**src/rtl/instr_fetch_unit.sv**
```systemverilog
// Instruction fetch unit for the multi-cycle MIPS core: PC, loadable instruction
// memory and beq/j next-PC logic, issuing one instruction word per fixed-length slot.
module instr_fetch_unit #(
    parameter int IMEM_DEPTH       = 64,
    parameter int CYCLES_PER_INSTR = 4,
    localparam int AW              = $clog2(IMEM_DEPTH)
) (
    input  logic          clock,
    input  logic          reset,
    input  logic          start,
    input  logic          load_en,
    input  logic [AW-1:0] load_addr,
    input  logic [31:0]   load_data,
    input  logic          alu_zero,
    output logic [31:0]   instrword,
    output logic          newinstr,
    output logic [31:0]   pc_out,
    output logic          halted,
    output logic          busy,
    output logic [15:0]   instr_count
);

    localparam int SW = $clog2(CYCLES_PER_INSTR);

    localparam logic [1:0] S_IDLE = 2'd0;
    localparam logic [1:0] S_RUN  = 2'd1;
    localparam logic [1:0] S_HALT = 2'd2;

    localparam logic [5:0] OP_J    = 6'd2;
    localparam logic [5:0] OP_BEQ  = 6'd4;
    localparam logic [5:0] OP_HALT = 6'h3F;

    logic [31:0]   imem [IMEM_DEPTH];
    logic [1:0]    state;
    logic [AW-1:0] pc;
    logic [SW-1:0] slot_cnt;

    logic [AW-1:0] pc_seq;
    logic [AW-1:0] br_off;
    logic [AW-1:0] next_pc;
    logic [31:0]   fetch_word;
    logic [31:0]   word0;
    logic          slot_end;
    logic [15:0]   cnt_inc;

    function automatic logic is_halt(input logic [31:0] w);
        return w[31:26] == OP_HALT;
    endfunction

    // Branch offset reduced to the PC width; sign extension only matters if AW > 16.
    generate
        if (AW <= 16) begin : g_off_narrow
            assign br_off = instrword[AW-1:0];
        end else begin : g_off_wide
            assign br_off = {{(AW-16){instrword[15]}}, instrword[15:0]};
        end
    endgenerate

    assign pc_seq = pc + AW'(1);

    always_comb begin
        next_pc = pc_seq;
        if (instrword[31:26] == OP_BEQ && alu_zero)
            next_pc = pc_seq + br_off;
        else if (instrword[31:26] == OP_J)
            next_pc = instrword[AW-1:0];
    end

    assign fetch_word = imem[next_pc];
    assign word0      = imem[0];
    assign slot_end   = (slot_cnt == SW'(CYCLES_PER_INSTR - 1));
    assign cnt_inc    = (instr_count == 16'hFFFF) ? instr_count : instr_count + 16'd1;

    // Memory has no reset so a program survives a reset and can be replayed.
    always_ff @(posedge clock) begin
        if (!reset && state == S_IDLE && load_en && !start)
            imem[load_addr] <= load_data;
    end

    always_ff @(posedge clock) begin
        if (reset) begin
            state       <= S_IDLE;
            pc          <= '0;
            slot_cnt    <= '0;
            instrword   <= '0;
            newinstr    <= 1'b0;
            instr_count <= '0;
        end else begin
            case (state)
                S_IDLE: begin
                    newinstr <= 1'b0;
                    if (start) begin
                        pc <= '0;
                        if (is_halt(word0)) begin
                            state <= S_HALT;
                        end else begin
                            state       <= S_RUN;
                            instrword   <= word0;
                            newinstr    <= 1'b1;
                            slot_cnt    <= '0;
                            instr_count <= cnt_inc;
                        end
                    end
                end
                S_RUN: begin
                    if (slot_end) begin
                        pc <= next_pc;
                        if (is_halt(fetch_word)) begin
                            state    <= S_HALT;
                            newinstr <= 1'b0;
                        end else begin
                            instrword   <= fetch_word;
                            newinstr    <= 1'b1;
                            slot_cnt    <= '0;
                            instr_count <= cnt_inc;
                        end
                    end else begin
                        slot_cnt <= slot_cnt + SW'(1);
                        newinstr <= 1'b0;
                    end
                end
                S_HALT: newinstr <= 1'b0;
                default: begin
                    state    <= S_IDLE;
                    newinstr <= 1'b0;
                end
            endcase
        end
    end

    assign pc_out = {{(30-AW){1'b0}}, pc, 2'b00};
    assign busy   = (state == S_RUN);
    assign halted = (state == S_HALT);

endmodule

```
**config.mk**
```make
export PLATFORM = sky130hd
export DESIGN_NAME = instr_fetch_unit
export DESIGN_NICKNAME = d
export VERILOG_FILES = /design/src/rtl/instr_fetch_unit.sv
export SDC_FILE = /design/constraint.sdc
export NUM_CORES = 2
export LEC_CHECK = 0
export ABC_CLOCK_PERIOD_IN_PS = 11500
export CAP_MARGIN = 20
export CELL_PAD_IN_SITES_DETAIL_PLACEMENT = 1
export CELL_PAD_IN_SITES_GLOBAL_PLACEMENT = 1
export CORE_UTILIZATION = 55
export DETAILED_ROUTE_END_ITERATION = 6
export PLACE_DENSITY = 0.85
export SLEW_MARGIN = 10
export SYNTH_ARGS = -nofsm -noshare
export SYNTH_HDL_FRONTEND = slang
export SYNTH_SLANG_ARGS = --single-unit
```
**constraint.sdc**
```tcl
create_clock -name clock -period 11.5 [get_ports clock]
set_input_delay 2.3 -clock clock [delete_from_list [all_inputs] [get_ports clock]]
set_output_delay 2.3 -clock clock [all_outputs]
set_load 0.05 [all_outputs]
```
=== Yosys cells after proc, flatten, opt, wreduce, memory -nomap -nowiden ===
Memories as Yosys holds them, arrays and structs flattened.
Index checks and enable logic that the tools add are counted.

* Memory bits (writable): 2,048
* Bits of input ports: 43
* Bits in registers: 59
* Memories: 1

{| class="wikitable"
|+ Memory list
! memory !! words !! width !! rd ports !! clocked after Yosys merged registers in !! wr ports !! RTL line !! source
|-
| imem || 64 || 32 || 2 || 0 || 1 || 33 || <nowiki>logic [31:0] imem [IMEM_DEPTH];</nowiki>
|}

* Eq/ne operators: 14
* Reductions and logical operators: 12
* Multiplexer cells: 33
* Add/sub/neg operators: 4
* Bitwise operators: 1

{| class="wikitable"
|+ Operators with widths
! cell !! number
|-
| 2-to-1 mux 32 bit || 4
|-
| 2-to-1 mux 16 bit || 5
|-
| one-hot mux 32 bit (2 select lines) || 1
|-
| one-hot mux 16 bit (2 select lines) || 1
|-
| 2-to-1 mux 6 bit || 4
|-
| adder 16 x 1 -> 16 bit, second input constant || 1
|-
| equality test 16 bit, second input constant || 1
|-
| 2-to-1 mux 2 bit || 8
|-
| equality test 6 bit, second input constant || 2
|-
| one-hot mux 6 bit (2 select lines) || 1
|-
| AND reduction 4 bit || 2
|-
| adder 6 x 1 -> 6 bit, second input constant || 1
|-
| adder 6 bit || 1
|-
| equality test 6 x 2 -> 1 bit, second input constant || 1
|-
| equality test 6 x 3 -> 1 bit, second input constant || 1
|-
| 2-to-1 mux 1 bit || 6
|-
| != test 2 bit, second input constant || 3
|-
| one-hot mux 2 bit (3 select lines) || 1
|-
| AND reduction 5 bit || 1
|-
| equality test 2 bit, second input constant || 2
|-
| logical AND 1 bit || 4
|-
| != test 2 x 1 -> 1 bit, second input constant || 2
|-
| one-hot mux 2 bit (2 select lines) || 1
|-
| != test 3 bit, second input constant || 1
|-
| other kinds (8) || 9
|}

=== Depth between registers and ports, before layout ===
An unclocked memory read counts as a cell.

* Depth after elaboration: 8
* Mapped depth: 22
* Mapped depth without buffers: 15

=== Least setup slack after synthesis ===
OpenSTA, ideal clock, no wires.

* Kind: input -> register
* From: input alu_zero
* To: register instrword[0]
* Data arrival time: 5,442 ps
* Stages on the path: 15
* Path buffers: 6
* Slack: 5,942 ps
* Cell sequence: nand3b_1 -> or2_2 -> clkbuf_1 -> o22ai_1 -> buf_4 -> buf_4 -> buf_2 -> clkbuf_1 -> clkbuf_1 -> nand3_1 -> a311oi_1 -> o31ai_1 -> a221oi_1 -> nor3_1 -> a31o_1

* Word-level cells in the longest chain between the ends: 6
* Elaborated cells on any way between the ends: 9
* Classes of those cells: eq/ne (2); mux (4); reduce/logical (2); memory (1)

{| class="wikitable"
|+ Ends and longest elaborated chain
! item !! RTL line !! source
|-
| start, declared || 14 || <nowiki>input logic alu_zero,</nowiki>
|-
| logical AND 1 bit (*) || 63 || <nowiki>if (instrword[31:26] == OP_BEQ && alu_zero)</nowiki>
|-
| 2-to-1 mux 6 bit (*) || 63 ||
|-
| memory (64 x 32 bit) (*) || -- ||
|-
| equality test 6 bit or 2-to-1 mux 32 bit (tied branches) || 47, 108 ||
|-
| != test 2 bit (no source line) or 2-to-1 mux 32 bit (tied branches) || -- ||
|-
| AND reduction 5 bit (no source line) or one-hot mux 32 bit (2 select lines) (tied branches) || -- ||
|-
| end signal, assigned || 98 || <nowiki>instrword <= word0;</nowiki>
|-
| end signal, assigned || 112 || <nowiki>instrword <= fetch_word;</nowiki>
|-
| end, declared || 15 || <nowiki>output logic [31:0] instrword,</nowiki>
|}

Mark *: on every way between the ends. The rest lies on a longest branch, timed or not. The select of a mux whose other input is x is not followed.
A chain may end at the register's enable or synchronous reset.

=== Worst setup path after layout ===
* From: input alu_zero
* To: register instrword[18]

Same word-level chain as after synthesis.

==> flow_summary.yaml <==
routing:
  routed_wl_mm: 312
  drtPass1Iterations: 6
  vias_per_cell: 7.10
  drc: 0
  wire_per_inst_um: 36.3
  ant_nets: 0
  drtIter0Drc: 10236
  via_count: 61017
sta:
  final.setup.tns_ns: 0
  hold_viol_final: 0
  drv_slew: 0
  worst_pin_slew_ns: 1.42
  fin_crit_sh: 0.696
  fmax_ghz: 0.125
  slew_headroom: 0.0499
  rsz0062_at_grt: "no"
  fin_crit_ns: 8.00
  finalSetupViolations: 0
  final.setup_skew_ns: 0.0397
synth:
  ys_seq_area_frac: 0.741
  synth_edf_count: 2048
  ys.flop_type: "edfxtp_1"
  synth_cell_types: 82
  synth_mux_area_frac: 0.0120
  yosys.area_share.xor_xnor: 0.000828
  synthCells: 6385
  yosys.area_share.adder: 0.00142
  yosysWarnings: 0
  synth_top_family_by_area: "simple AND/OR/NAND/NOR gates"
  ys_ff_latch: 2107
  synth_compound_area_frac: 0.0650
  synth_area_per_cell_um2: 13.2
  syn-cell-area_um2: 84600
  synth_simple_gate_area_share: 0.153
  synthArstFlopShare: 0
global_routing:
  grt_pass1_wl_mm: 433
  grt_max_degree: 213
  grt_pass1_vias: 63270
  grtUsageTotal: 0.384
  antenna_found_initial: 23
  grt-ovfl-total: 0
power:
  ir_drop_v: 0.000140
  pwr-share-clk: 0.419
  p_int_w: 0.0127
  switchingPower_w: 0.00406
  p_per_area_nw_per_um2: 176
  p_seq_frac: 0.506
  pwr-share-comb: 0.075
  p_leak_nw: 31.5
  swShare: 0.243
setup_path:
  end_kind: "register"
  required_ns: 12.23
  ff2ff_path_depth: 16
  start_kind: "primary input"
  critical-path-top-delay-family: "simple AND/OR/NAND/NOR gates"
  arrival_ns: 8.73
  cp.depth: 15
  startpoint: "alu_zero"
  crit_path_cell_trace: "clkdlybuf4s50_1 -> nand3b_1 -> nor3_4 -> a21o_4 -> buf_4 -> mux2i_1 -> a32oi_1 -> a21oi_1 -> nor4_1 -> nor3b_1 -> o211ai_4 -> o31ai_4 -> buf_4 -> nor3_1 -> a31o_2"
  critPathKind: "in -> reg"
  r2r-start: "instrword[0]$_SDFFE_PP0P_"
  cp_common_cell: "buf_4"
  cp_max_fo: 62
  rr_endpoint: "instrword[18]$_SDFFE_PP0P_"
  reg2reg_slack_ns: 4.46
  endpoint: "instrword[18]$_SDFFE_PP0P_"
  cpMaxStageDelayCell: "buf_4"
  max_stage_delay_ns: 0.83
  timing.critical_path.buf_inv: 3
floorplanning:
  coreArea_um2: 152000
  die_w_um: 394
  rows: 143
  dieArea_um2: 155000
  initial_core_util: 0.556
  die_h_um: 394
  io-pin-count: 126
final_layout:
  design_area_um2: 94700
  fin_nets: 6433
  fin_cells: 8600
  drive_above_1_share: 0.0897
  syn_to_final_growth_pct: 12.0
placement:
  port_buffers: 99
  dpl_cell_area_um2: 87600
  hpwlAfterDp_mm: 151
  gp_congestion: 0.832
  dpl.cell_count: 8188
cts:
  h-tree-depth: 4
  cts.repair.resized: 0
  cts_inserted_buffers: 206
  clock_tree.root_cell: "clkbuf_16"
  cts_buffer_depth: 3
  insertion_delay_ns: 0.85
  cts_tree: "built"
  cts_sinks: 2107
  cts_setup_buffers: 0
  cts_hold_buf: 0
  clk_pin_slew_ns: 0.07
status:
  outcome: "finished, final reports clean"
run:
  maxCapViolations: 0
min_path:
  hold_path.class: "reg -> reg"
-- registers in the layout, summed over array words and instances (netlist names) --
register,count
instrword,32
instr_count,16
newinstr,1
state,2
slot_cnt,2
imem,2048
pc,6
-- Yosys cell counts, drive strengths merged (26+ instances only) --
| library cell | count | area, µm² |
|---|---|---|
| a221oi | 32 | 280 |
| dfxtp | 59 | 1180 |
| a21oi | 53 | 280 |
| and3 | 146 | 913 |
| mux2i | 71 | 711 |
| a211oi | 33 | 248 |
| o31ai | 35 | 282 |
| nor2 | 96 | 360 |
| a311o | 78 | 781 |
| a31o | 29 | 254 |
| nand3 | 778 | 3890 |
| nor3 | 36 | 208 |
| o21ai | 26 | 134 |
| nand2 | 1897 | 7120 |
| a311oi | 270 | 2360 |
| buf | 201 | 1140 |
| a32oi | 40 | 358 |
| edfxtp | 2048 | 61500 |
| clkbuf | 281 | 1050 |
-- cells by family (layout without fill, tap and decap cells) --
kind of cell | Yosys count | in the layout
AOI/OAI and AO/OA | 660 | 660
xor gates and xnor gates | 8 | 8
adders and majority gates | 9 | 9
buffers and inverters | 493 | 640
DFF | 2107 | 2107
muxes | 86 | 86
other | 1 | 39
and+or+nand+nor | 3021 | 3021
-- cell usage in the layout, fill, tap and decap left out, drive strengths merged, types with 36 or more instances in the layout --
cell / netlist / layout
a32oi: 40 / 40
clkbuf: 281 / 264
mux2i: 71 / 71
a21oi: 53 / 53
nor2: 96 / 96
a311o: 78 / 78
nor3: 36 / 36
nand3: 778 / 778
clkdlybuf4s50: 0 / 66
edfxtp: 2048 / 2048
buf: 201 / 179
a311oi: 270 / 270
nand2: 1897 / 1897
dfxtp: 59 / 59
clkinv: 0 / 85
and3: 146 / 146
-- routing by layer --
layer | vias to the layer above | part of all wire | GRT usage
li1 | 23813 | - | -
met1 | 30093 | 0.32 | 0.474
met2 | 5550 | 0.46 | 0.605
met3 | 1545 | 0.14 | 0.0971
met4 | 16 | 0.079 | 0.251
met5 | - | 0.00033 | 0
-- final cells by class --
cell class / count / area (µm²)
clock inverters: 120 / 1160
flip-flops and latches: 2107 / 62700
multi-input cells: 3810 / 20400
clock buffers: 264 / 5590
diodes: 13 / 32.5
well taps: 2030 / 2540
fillers: 14107 / 57500
repair buffers: 245 / 2310
inverters: 11 / 41.3
-- worst min-delay path by stage --
stage / from / endpoint / cells past startpoint
5_1_grt: instrword[22]$_SDFFE_PP0P_ / instrword[22]$_SDFFE_PP0P_ / 1
2_1_floorplan: slot_cnt[1]$_SDFFE_PP0P_ / slot_cnt[1]$_SDFFE_PP0P_ / 1
3_3_place_gp: instrword[24]$_SDFFE_PP0P_ / instrword[24]$_SDFFE_PP0P_ / 1
3_5_place_dp: instrword[23]$_SDFFE_PP0P_ / instrword[23]$_SDFFE_PP0P_ / 1
4_1_cts: instrword[23]$_SDFFE_PP0P_ / instrword[23]$_SDFFE_PP0P_ / 1
6_report: instrword[23]$_SDFFE_PP0P_ / instrword[23]$_SDFFE_PP0P_ / 1
-- worst register-to-register path: cells and delay by family (launching register included) --
kind	cells	cell delay, ns
xor+xnor	1	0.20
simple gates	4	1.84
compound gates	6	1.74
flops	1	0.50
fa+ha+maj	2	0.78
buf+inv	2	1.57
mux	1	0.29
-- power groups by stage --
stage               Combinational [W]  Sequential [W]  Clock, W
global placement              0.00108         0.00862         0
CTS                           0.00119         0.00846   0.00689
floorplan                    0.000665         0.00864         0
detailed placement            0.00115         0.00862         0
global route                  0.00129         0.00845   0.00720
finish                        0.00126         0.00845   0.00701
-- metrics by stage --
stage / setup WS [ns] / hold WS [ns] / power [W] / utilization
6_report: 3.50 / 0.475 / 0.0167 / 0.622
5_1_grt: 3.62 / 0.507 / 0.0169 / 0.622
4_1_cts: 4.02 / 0.480 / 0.0165 / 0.620
3_5_place_dp: 3.34 / 0.467 / 0.00976 / 0.575
3_3_place_gp: 3.66 / 0.465 / 0.00970 / 0.575
2_1_floorplan: 5.94 / 0.465 / 0.00930 / -
Power figures use the tool's default switching activity.
